`src/rtl/adventure_pkg.sv`:
```
// rtl/adventure_pkg.sv - shared room encoding and button constants for the room FSM
package adventure_pkg;

    localparam int ROOM_W = 7;

    localparam int IDX_CAVE      = 0;
    localparam int IDX_TUNNEL    = 1;
    localparam int IDX_RIVER     = 2;
    localparam int IDX_STASH     = 3;
    localparam int IDX_DEN       = 4;
    localparam int IDX_VICTORY   = 5;
    localparam int IDX_GRAVEYARD = 6;

    // One-hot encoding so the state register is directly the room output.
    typedef enum logic [ROOM_W-1:0] {
        ROOM_CAVE      = ROOM_W'(1 << IDX_CAVE),
        ROOM_TUNNEL    = ROOM_W'(1 << IDX_TUNNEL),
        ROOM_RIVER     = ROOM_W'(1 << IDX_RIVER),
        ROOM_STASH     = ROOM_W'(1 << IDX_STASH),
        ROOM_DEN       = ROOM_W'(1 << IDX_DEN),
        ROOM_VICTORY   = ROOM_W'(1 << IDX_VICTORY),
        ROOM_GRAVEYARD = ROOM_W'(1 << IDX_GRAVEYARD)
    } room_t;

    // Button vector order is {n, s, e, w}.
    localparam logic [3:0] BTN_N = 4'b1000;
    localparam logic [3:0] BTN_S = 4'b0100;
    localparam logic [3:0] BTN_E = 4'b0010;
    localparam logic [3:0] BTN_W = 4'b0001;

    // True when exactly one press bit is set.
    function automatic logic single_press(input logic [3:0] p);
        return (p != 4'b0000) && ((p & (p - 4'd1)) == 4'b0000);
    endfunction

endpackage

```
`src/rtl/adventure_room_fsm_if.sv`:
```
// rtl/adventure_room_fsm_if.sv - player buttons, sword handshake and room status bundle
interface adventure_room_fsm_if #(
    parameter int MOVE_W = 8
);
    import adventure_pkg::*;

    logic              n;
    logic              s;
    logic              e;
    logic              w;
    logic              k;
    logic              sw;
    logic [ROOM_W-1:0] room;
    logic              win;
    logic              dead;
    logic [MOVE_W-1:0] moves;

    // Player / sword-latch side.
    modport master (
        output n, s, e, w, k,
        input  sw, room, win, dead, moves
    );

    // Room FSM side.
    modport slave (
        input  n, s, e, w, k,
        output sw, room, win, dead, moves
    );

endinterface

```
`src/rtl/dir_edge_detect.sv`:
```
// rtl/dir_edge_detect.sv - rising-edge press detection with single-press qualification
module dir_edge_detect
    import adventure_pkg::*;
(
    input  logic       clk,
    input  logic       reset,
    input  logic [3:0] btn,
    output logic [3:0] press,
    output logic       press_valid
);

    logic [3:0] prev_q;

    // Previous-level register; reset to all-ones so a button held through reset is not a press.
    always_ff @(posedge clk) begin
        if (reset) begin
            prev_q <= 4'b1111;
        end else begin
            prev_q <= btn;
        end
    end

    assign press       = btn & ~prev_q;
    assign press_valid = single_press(press);

endmodule

```
`src/rtl/adventure_room_fsm.sv`:
```
// rtl/adventure_room_fsm.sv - room navigation FSM with saturating move counter and end flags
module adventure_room_fsm
    import adventure_pkg::*;
#(
    parameter int MOVE_W = 8
) (
    input  logic                 clk,
    input  logic                 reset,
    adventure_room_fsm_if.slave  bus
);

    room_t             state_q;
    logic [MOVE_W-1:0] moves_q;
    logic [3:0]        press;
    logic              press_valid;

    dir_edge_detect u_edge (
        .clk         (clk),
        .reset       (reset),
        .btn         ({bus.n, bus.s, bus.e, bus.w}),
        .press       (press),
        .press_valid (press_valid)
    );

    function automatic logic [MOVE_W-1:0] sat_inc(input logic [MOVE_W-1:0] v);
        return (v == {MOVE_W{1'b1}}) ? v : v + 1'b1;
    endfunction

    // Room transitions and move counting; only accepted button moves bump the counter.
    always_ff @(posedge clk) begin
        if (reset) begin
            state_q <= ROOM_CAVE;
            moves_q <= '0;
        end else begin
            case (state_q)
                ROOM_CAVE: begin
                    if (press_valid && press == BTN_E) begin
                        state_q <= ROOM_TUNNEL;
                        moves_q <= sat_inc(moves_q);
                    end
                end
                ROOM_TUNNEL: begin
                    if (press_valid && press == BTN_S) begin
                        state_q <= ROOM_RIVER;
                        moves_q <= sat_inc(moves_q);
                    end else if (press_valid && press == BTN_W) begin
                        state_q <= ROOM_CAVE;
                        moves_q <= sat_inc(moves_q);
                    end
                end
                ROOM_RIVER: begin
                    if (press_valid && press == BTN_W) begin
                        state_q <= ROOM_STASH;
                        moves_q <= sat_inc(moves_q);
                    end else if (press_valid && press == BTN_E) begin
                        state_q <= ROOM_DEN;
                        moves_q <= sat_inc(moves_q);
                    end
                end
                ROOM_STASH: begin
                    if (press_valid && press == BTN_E) begin
                        state_q <= ROOM_RIVER;
                        moves_q <= sat_inc(moves_q);
                    end
                end
                // The encounter resolves after exactly one cycle; the sword is sampled here.
                ROOM_DEN: begin
                    state_q <= bus.k ? ROOM_VICTORY : ROOM_GRAVEYARD;
                end
                ROOM_VICTORY, ROOM_GRAVEYARD: begin
                    state_q <= state_q;
                end
                default: begin
                    state_q <= ROOM_CAVE;
                end
            endcase
        end
    end

    assign bus.room  = state_q;
    assign bus.sw    = state_q[IDX_STASH];
    assign bus.win   = state_q[IDX_VICTORY];
    assign bus.dead  = state_q[IDX_GRAVEYARD];
    assign bus.moves = moves_q;

endmodule
```
`src/flat_wrapper.sv`:
```
// flat-port wrapper written by rule: the top's interface ports become plain ports
module adventure_room_fsm_flat import adventure_pkg::*;
#(
    parameter int MOVE_W = 8
)
  (clk, reset, bus_n, bus_s, bus_e, bus_w, bus_k, bus_sw, bus_room, bus_win, bus_dead, bus_moves);
  adventure_room_fsm_if #(.MOVE_W(MOVE_W)) bus_i ();
  input  logic clk;
  input  logic reset;
  input wire logic [$bits(bus_i.n)-1:0] bus_n;
  input wire logic [$bits(bus_i.s)-1:0] bus_s;
  input wire logic [$bits(bus_i.e)-1:0] bus_e;
  input wire logic [$bits(bus_i.w)-1:0] bus_w;
  input wire logic [$bits(bus_i.k)-1:0] bus_k;
  output wire logic [$bits(bus_i.sw)-1:0] bus_sw;
  output wire logic [$bits(bus_i.room)-1:0] bus_room;
  output wire logic [$bits(bus_i.win)-1:0] bus_win;
  output wire logic [$bits(bus_i.dead)-1:0] bus_dead;
  output wire logic [$bits(bus_i.moves)-1:0] bus_moves;
  assign bus_i.n = bus_n;
  assign bus_i.s = bus_s;
  assign bus_i.e = bus_e;
  assign bus_i.w = bus_w;
  assign bus_i.k = bus_k;
  assign bus_sw = bus_i.sw;
  assign bus_room = bus_i.room;
  assign bus_win = bus_i.win;
  assign bus_dead = bus_i.dead;
  assign bus_moves = bus_i.moves;
  adventure_room_fsm #(.MOVE_W(MOVE_W)) u_core (.clk(clk), .reset(reset), .bus(bus_i));
endmodule
```
`config.mk`:
```
export PLATFORM = sky130hd
export DESIGN_NAME = adventure_room_fsm_flat
export DESIGN_NICKNAME = d
export VERILOG_FILES = /design/src/rtl/adventure_pkg.sv /design/src/rtl/adventure_room_fsm_if.sv /design/src/rtl/dir_edge_detect.sv /design/src/rtl/adventure_room_fsm.sv /design/src/flat_wrapper.sv
export SDC_FILE = /design/constraint.sdc
export NUM_CORES = 1
export LEC_CHECK = 0
export CORE_MARGIN = 4
export CORE_UTILIZATION = 54
export CTS_CLUSTER_DIAMETER = 200
export DETAILED_ROUTE_END_ITERATION = 7
export PLACE_DENSITY = 0.83
export SLEW_MARGIN = 10
export SYNTH_ARGS = -nofsm -noshare
export SYNTH_HDL_FRONTEND = slang
export SYNTH_HIERARCHICAL = 1
export SYNTH_SLANG_ARGS = --single-unit
```
`constraint.sdc`:
```
create_clock -name clk -period 4.84 [get_ports clk]
set_input_delay 0.968 -clock clk [delete_from_list [all_inputs] [get_ports clk]]
set_output_delay 0.968 -clock clk [all_outputs]
set_load 0.01 [all_outputs]
```
======== Word level (Yosys, flattened, before mapping) ========
Index checks and enable logic that the tools add are counted.
word-level totals
  output and inout port bits .............. 18
  word-level logic and storage cells ...... 49
  register bits ........................... 19
  bits of input ports ..................... 7
operators by class
  bitwise operators ....................... 4
  equal/unequal tests ..................... 15
  add/sub/neg operators ................... 2
  mux-type cells .......................... 14
  reductions and logical operators ........ 11
operators by type and width
  cell                                                                   count
  7-bit 2-to-1 mux                                                       7
  7-bit case mux with 6 select lines                                     1
  8-bit 2-to-1 mux                                                       5
  8-bit case mux with 3 select lines                                     1
  8-bit by 1-bit adder with 8-bit output, second input constant          1
  4-bit AND                                                              2
  8-bit equality test, second input constant                             1
  7-bit by 1-bit equality test with 1-bit output, second input constant  1
  7-bit by 2-bit equality test with 1-bit output, second input constant  1
  7-bit by 3-bit equality test with 1-bit output, second input constant  1
  7-bit by 4-bit equality test with 1-bit output, second input constant  1
  7-bit by 5-bit equality test with 1-bit output, second input constant  1
  7-bit by 6-bit equality test with 1-bit output, second input constant  1
  7-bit equality test, second input constant                             1
  3-bit by 1-bit != test with 1-bit output, second input constant        2
  5-bit AND reduction                                                    1
  4-bit by 1-bit equality test with 1-bit output, second input constant  1
  4-bit by 2-bit equality test with 1-bit output, second input constant  1
  4-bit by 3-bit equality test with 1-bit output, second input constant  1
  1-bit logical AND                                                      4
  4-bit logical NOT                                                      1
  2-bit by 1-bit != test with 1-bit output, second input constant        2
  4-bit NOT                                                              1
  4-bit nonzero test                                                     1
  other kinds (5)                                                        6

======== Depth between registers and ports, before layout ========
  word-level depth ........................ 10
  gate-level depth with buffers ........... 11
  mapped depth without buffers ............ 9

======== Modules after synthesis ========
The synthesis kept the hierarchy.
modules (own cells, without submodules)
  module              times used  cells an instance  sequential area each (um^2)  area an instance (um^2)
  adventure_room_fsm  1           134                300.3                        1057.3
  dir_edge_detect     1           18                 80.1                         183.9

======== Worst setup path before layout ========
No wires, ideal clock.
  path kind ............................... in2reg
  start ................................... in bus_w
  end ..................................... reg u_core.moves_q[2], in the netlist u_core/bus.moves[2]
  stages on the path ...................... 11
  required time ........................... 4.770 ns
  setup time .............................. 0.070 ns
  path slack .............................. 1.517 ns
  arrival ................................. 3.253 ns
  path through ............................ nand2b_1 inv_1 nor4_1 a311o_1 or3b_1 buf_2 or3_1 a21o_1 buf_6 or4_1 a21oi_1
on the way
  longest elaborated chain between the ends .. 9
  elaborated cells on any way between the ends .. 18
ends and longest elaborated chain
  what                                         line                                                                          text
  start: declaration                           flat_wrapper.sv:13                                                            input wire logic [$bits(bus_i.w)-1:0] bus_w;
  4-bit AND (*)                                dir_edge_detect.sv:23                                                         assign press = btn & ~prev_q;
  via u_core.press[0]                          adventure_room_fsm.sv:14                                                      logic [3:0] press;
  4-bit by 1-bit subtractor with 4-bit output  adventure_pkg.sv:33                                                           return (p != 4'b0000) && ((p & (p - 4'd1)) == 4'b0000);
  4-bit AND                                    adventure_pkg.sv:33
  4-bit logical NOT                            adventure_pkg.sv:33
  1-bit logical AND (*)                        adventure_pkg.sv:33
  via u_core.press_valid                       adventure_room_fsm.sv:15                                                      logic press_valid;
  1-bit logical AND                            adventure_room_fsm.sv:37, adventure_room_fsm.sv:55, adventure_room_fsm.sv:61
  8-bit 2-to-1 mux                             --
  8-bit 2-to-1 mux                             adventure_room_fsm.sv:52                                                      if (press_valid && press == BTN_W) begin
  8-bit case mux with 3 select lines           adventure_room_fsm.sv:35                                                      case (state_q)
  end signal: assignment                       adventure_room_fsm.sv:39                                                      moves_q <= sat_inc(moves_q);
  end signal: assignment                       adventure_room_fsm.sv:54                                                      moves_q <= sat_inc(moves_q);
  end signal: assignment                       adventure_room_fsm.sv:57                                                      moves_q <= sat_inc(moves_q);
  end: declaration                             adventure_room_fsm.sv:13                                                      logic [MOVE_W-1:0] moves_q;
Mark *: on every way through the listed nets, which the timed path passes. The rest lies on a longest branch.
A chain may end at the register's enable or synchronous reset.

======== Worst setup path after layout ========
  start ................................... in bus_w
  end ..................................... reg u_core.moves_q[5], in the netlist u_core/bus.moves[5]
The elaborated chain is that of the path after synthesis.

==> results by group <==
Worst setup path
  • Worst endpoint required time: around 5.1 ns
  • CP endpoint kind: flop
  • CP max stage delay: approximately 0.50 ns
  • Slowest-stage cell, CP: or4_1
  • CP top delay family: simple AND/OR/NAND/NOR gates
  • CP cell instances: clkdlybuf4s50_1 -> nand2b_1 -> inv_1 -> nor4_1 -> a311o_1 -> or3b_1 -> or3_1 -> a21o_1 -> or4_1 -> a21oi_1
  • Startpoint Class: input pin
  • Crit path buf inv count: 2
  • Crit Path Category: in2reg
  • CP Data Arrival Time: ~3.9 ns
  • Max FO, Critical Path: 12

Synthesis
  • Post-synthesis cell type count: between 40 and 50
  • Syn Nets: between 150 and 200
  • Largest cells by area after synthesis: dfxtp_1 (31%), a21oi_1 (4.4%), nor3b_1 (3.6%)
  • Synth Flop Type: dfxtp_1
  • Leading area contributor after synthesis: dfxtp_1
  • Mapped Cells: between 150 and 200
  • Synth top area share: a little under a third
  • Avg Cell Area, Syn: ~8.2 um2
  • Post-synth EDFFs: 0
  • Synthesized area: 1241 um2
  • Post-synthesis register bit count: 19
  • YS warnings: 6
  • Async SR Flop Fraction: 0%
  • Sequential share of the synthesized area: a little under a third

Clock network
  • Number of clock sinks: 19
  • Post-cts resize count: 0
  • Clk buf depth: 2
  • CTS Root Cell: clkbuf_4
  • Clk_lat worst skew: just under 0.3 ns
  • Post-CTS setup buffers: 0
  • Cts hold-fix bufs: 0
  • Worst-path clk slew: approximately 0.11 ns
  • CTS tree: built
  • CTS H-Tree Depth: 1
  • CTS Buf Count: 3

Global routing
  • GRT Residual Overflow: 0
  • Antenna violations before repair: 0
  • Largest net degree at the start of global routing: 20
  • Global-route wire length before repair: slightly above 5 mm
  • Vias in the first global route: between 1000 and 1500
  • GRT Overall Usage: 19.19%

Power and ir drop
  • Power Dens Cells: 316.7 nW/um2
  • Internal Power: 287.6 uW
  • Switch Pwr: between 150 and 200 uW
  • Gate power share: between 40% and 50%
  • P_leak: 0.5224 nW
  • Final Power: ~470 uW
  • Sw Share: around two fifths
  • Share of power burned in registers: between 40% and 50%
  • Peak supply drop: 0.1863 mV
  • Clock Power Share: between 15 and 20%

Floorplanning
  • Initial Utilization: roughly 57%
  • Core ar.: about 2200 um2
  • Die area: 3129 um2
  • Chip height: about 56 um
  • Ports: 25
  • Die W: about 56 um
  • Std cell rows: 17

STA
  • Rel. slew slack: 46.30%
  • Worst hold slack: slightly above 0.5 ns
  • Post-route setup TNS: 0 ns
  • Final setup fails: 0
  • Slew at the pin closest to its max-slew limit: between 0.8 and 0.9 ns
  • Fmax achieved: between 200 and 300 MHz
  • Fin crit period: approximately 3.7 ns
  • Tcrit/Tclk final: roughly 77%
  • Endpoints failing hold: 0
  • Fin. max-slew vios: 0
  • Unrepaired setup endpoints after global routing: false
  • Post-Route Skew: between 0.004 and 0.005 ns

Cells and area
  • Nets: around 180
  • Most common cell after layout, fill and taps aside: clkdlybuf4s50_1
  • Antenna diode count: 0
  • Layout Cells excl Fill: ~200
  • Syn-to-layout area delta: 19.25%
  • Share of layout cells above drive strength 1: under 10%
  • Most frequent cells in the layout: clkdlybuf4s50_1 (24), dfxtp_1 (19), a21oi_1 (11)

Route
  • DRC errors left: 0
  • WL/cell: around 14 um
  • Pre-antenna DRT Iters: 4
  • Drt total wl: 2.836 mm
  • Initial drt markers: 25
  • DRT antenna net count: 0
  • Total number of vias: between 1000 and 1500
  • Post-DR vias/cell: 6.284

Run status
  • Status: complete, no violations

Place
  • Placer Congestion: between 0.8 and 0.9
  • Post-DP HPWL: around 2 mm
  • IO buf count: 24
  • Placed instance count: 193

Hold path
  • Worst hold path class: reg2reg

Run
  • Max Cap Violations: 0
-- area by class of cell --
type,instances,area [um2]
tap,28,35.03
clock buffer,4,26.28
timing repair buffer,24,240.2
sequential,19,380.4
fill,193,710.7
inverter,7,26.28
multi-input combinational,115,772.0
-- metrics by stage --
stage	area, um2	util [%]	setup WS [ns]
finish	1480	67.56	1.128
global route	1480	67.56	0.8801
CTS	1480	67.56	1.160
detailed placement	1454	66.36	0.8535
global placement	1454	66.36	0.9608
floorplan	1241	-	1.517
-- flip-flops by register name, summed over array words and instances (netlist names) --
register and cells:
u_core/bus.room 7, u_core/u_edge/prev_q 4, u_core/bus.moves 8
-- power by group through the flow --
stage	clock network, mW	registers [mW]	logic (mW)
final	0.0797	0.195	0.194
after global routing	0.0908	0.199	0.214
after CTS	0.0829	0.195	0.193
after detailed placement	0	0.198	0.192
after global placement	0	0.197	0.187
after floorplan	0	0.187	0.161
-- synthesized netlist by cell type, types with 4 or more instances --
library cell	instances
a21oi_1	11
nor2_1	10
nand2_1	6
nor3_1	6
o21ai_0	6
nor3b_1	6
dfxtp_1	19
inv_1	7
or3_1	5
or4_1	4
or2_1	4
clkbuf_1	5
nand2b_1	4
nand3_1	6
o31ai_1	6
-- worst min-delay path: stages (launching register included) --
cell and delay, ns:
dfxtp_1 0.35, o31ai_1 0.07, a21oi_1 0.06
-- worst paths after layout --
path | start | to | slack [ns] | cells after the start
setup / recovery | bus_w | u_core/bus.moves[5]$_SDFFE_PP0P_ | 1.13 | 10
hold / removal | u_core/bus.moves[5]$_SDFFE_PP0P_ | u_core/bus.moves[5]$_SDFFE_PP0P_ | 0.52 | 2
setup reg to reg | u_core/u_edge/prev_q[0]$_SDFF_PP1_ | u_core/bus.moves[5]$_SDFFE_PP0P_ | 1.88 | 9
hold reg to reg | u_core/bus.moves[5]$_SDFFE_PP0P_ | u_core/bus.moves[5]$_SDFFE_PP0P_ | 0.52 | 2
-- routing by layer --
layer  up-vias  track usage (%)  routed length, um
met2        37            33.11               1394
met5         -                0                  0
met3         6            2.784                135
met1       589            24.51               1266
met4         0            6.102                 40
li1        606                -                  -
-- kinds of logic (layout without fill, tap and decap cells) --
kind of cell,after synthesis,count (layout),share of synthesized area [%]
xor+xnor,4,4,2.823
mux,1,1,0.8065
simple gates,69,69,34.58
fa+ha+maj,1,1,1.008
compound gates,40,40,22.99
buf+inv,18,35,7.158
flops,19,19,30.64
Power figures use the tool's default switching activity.
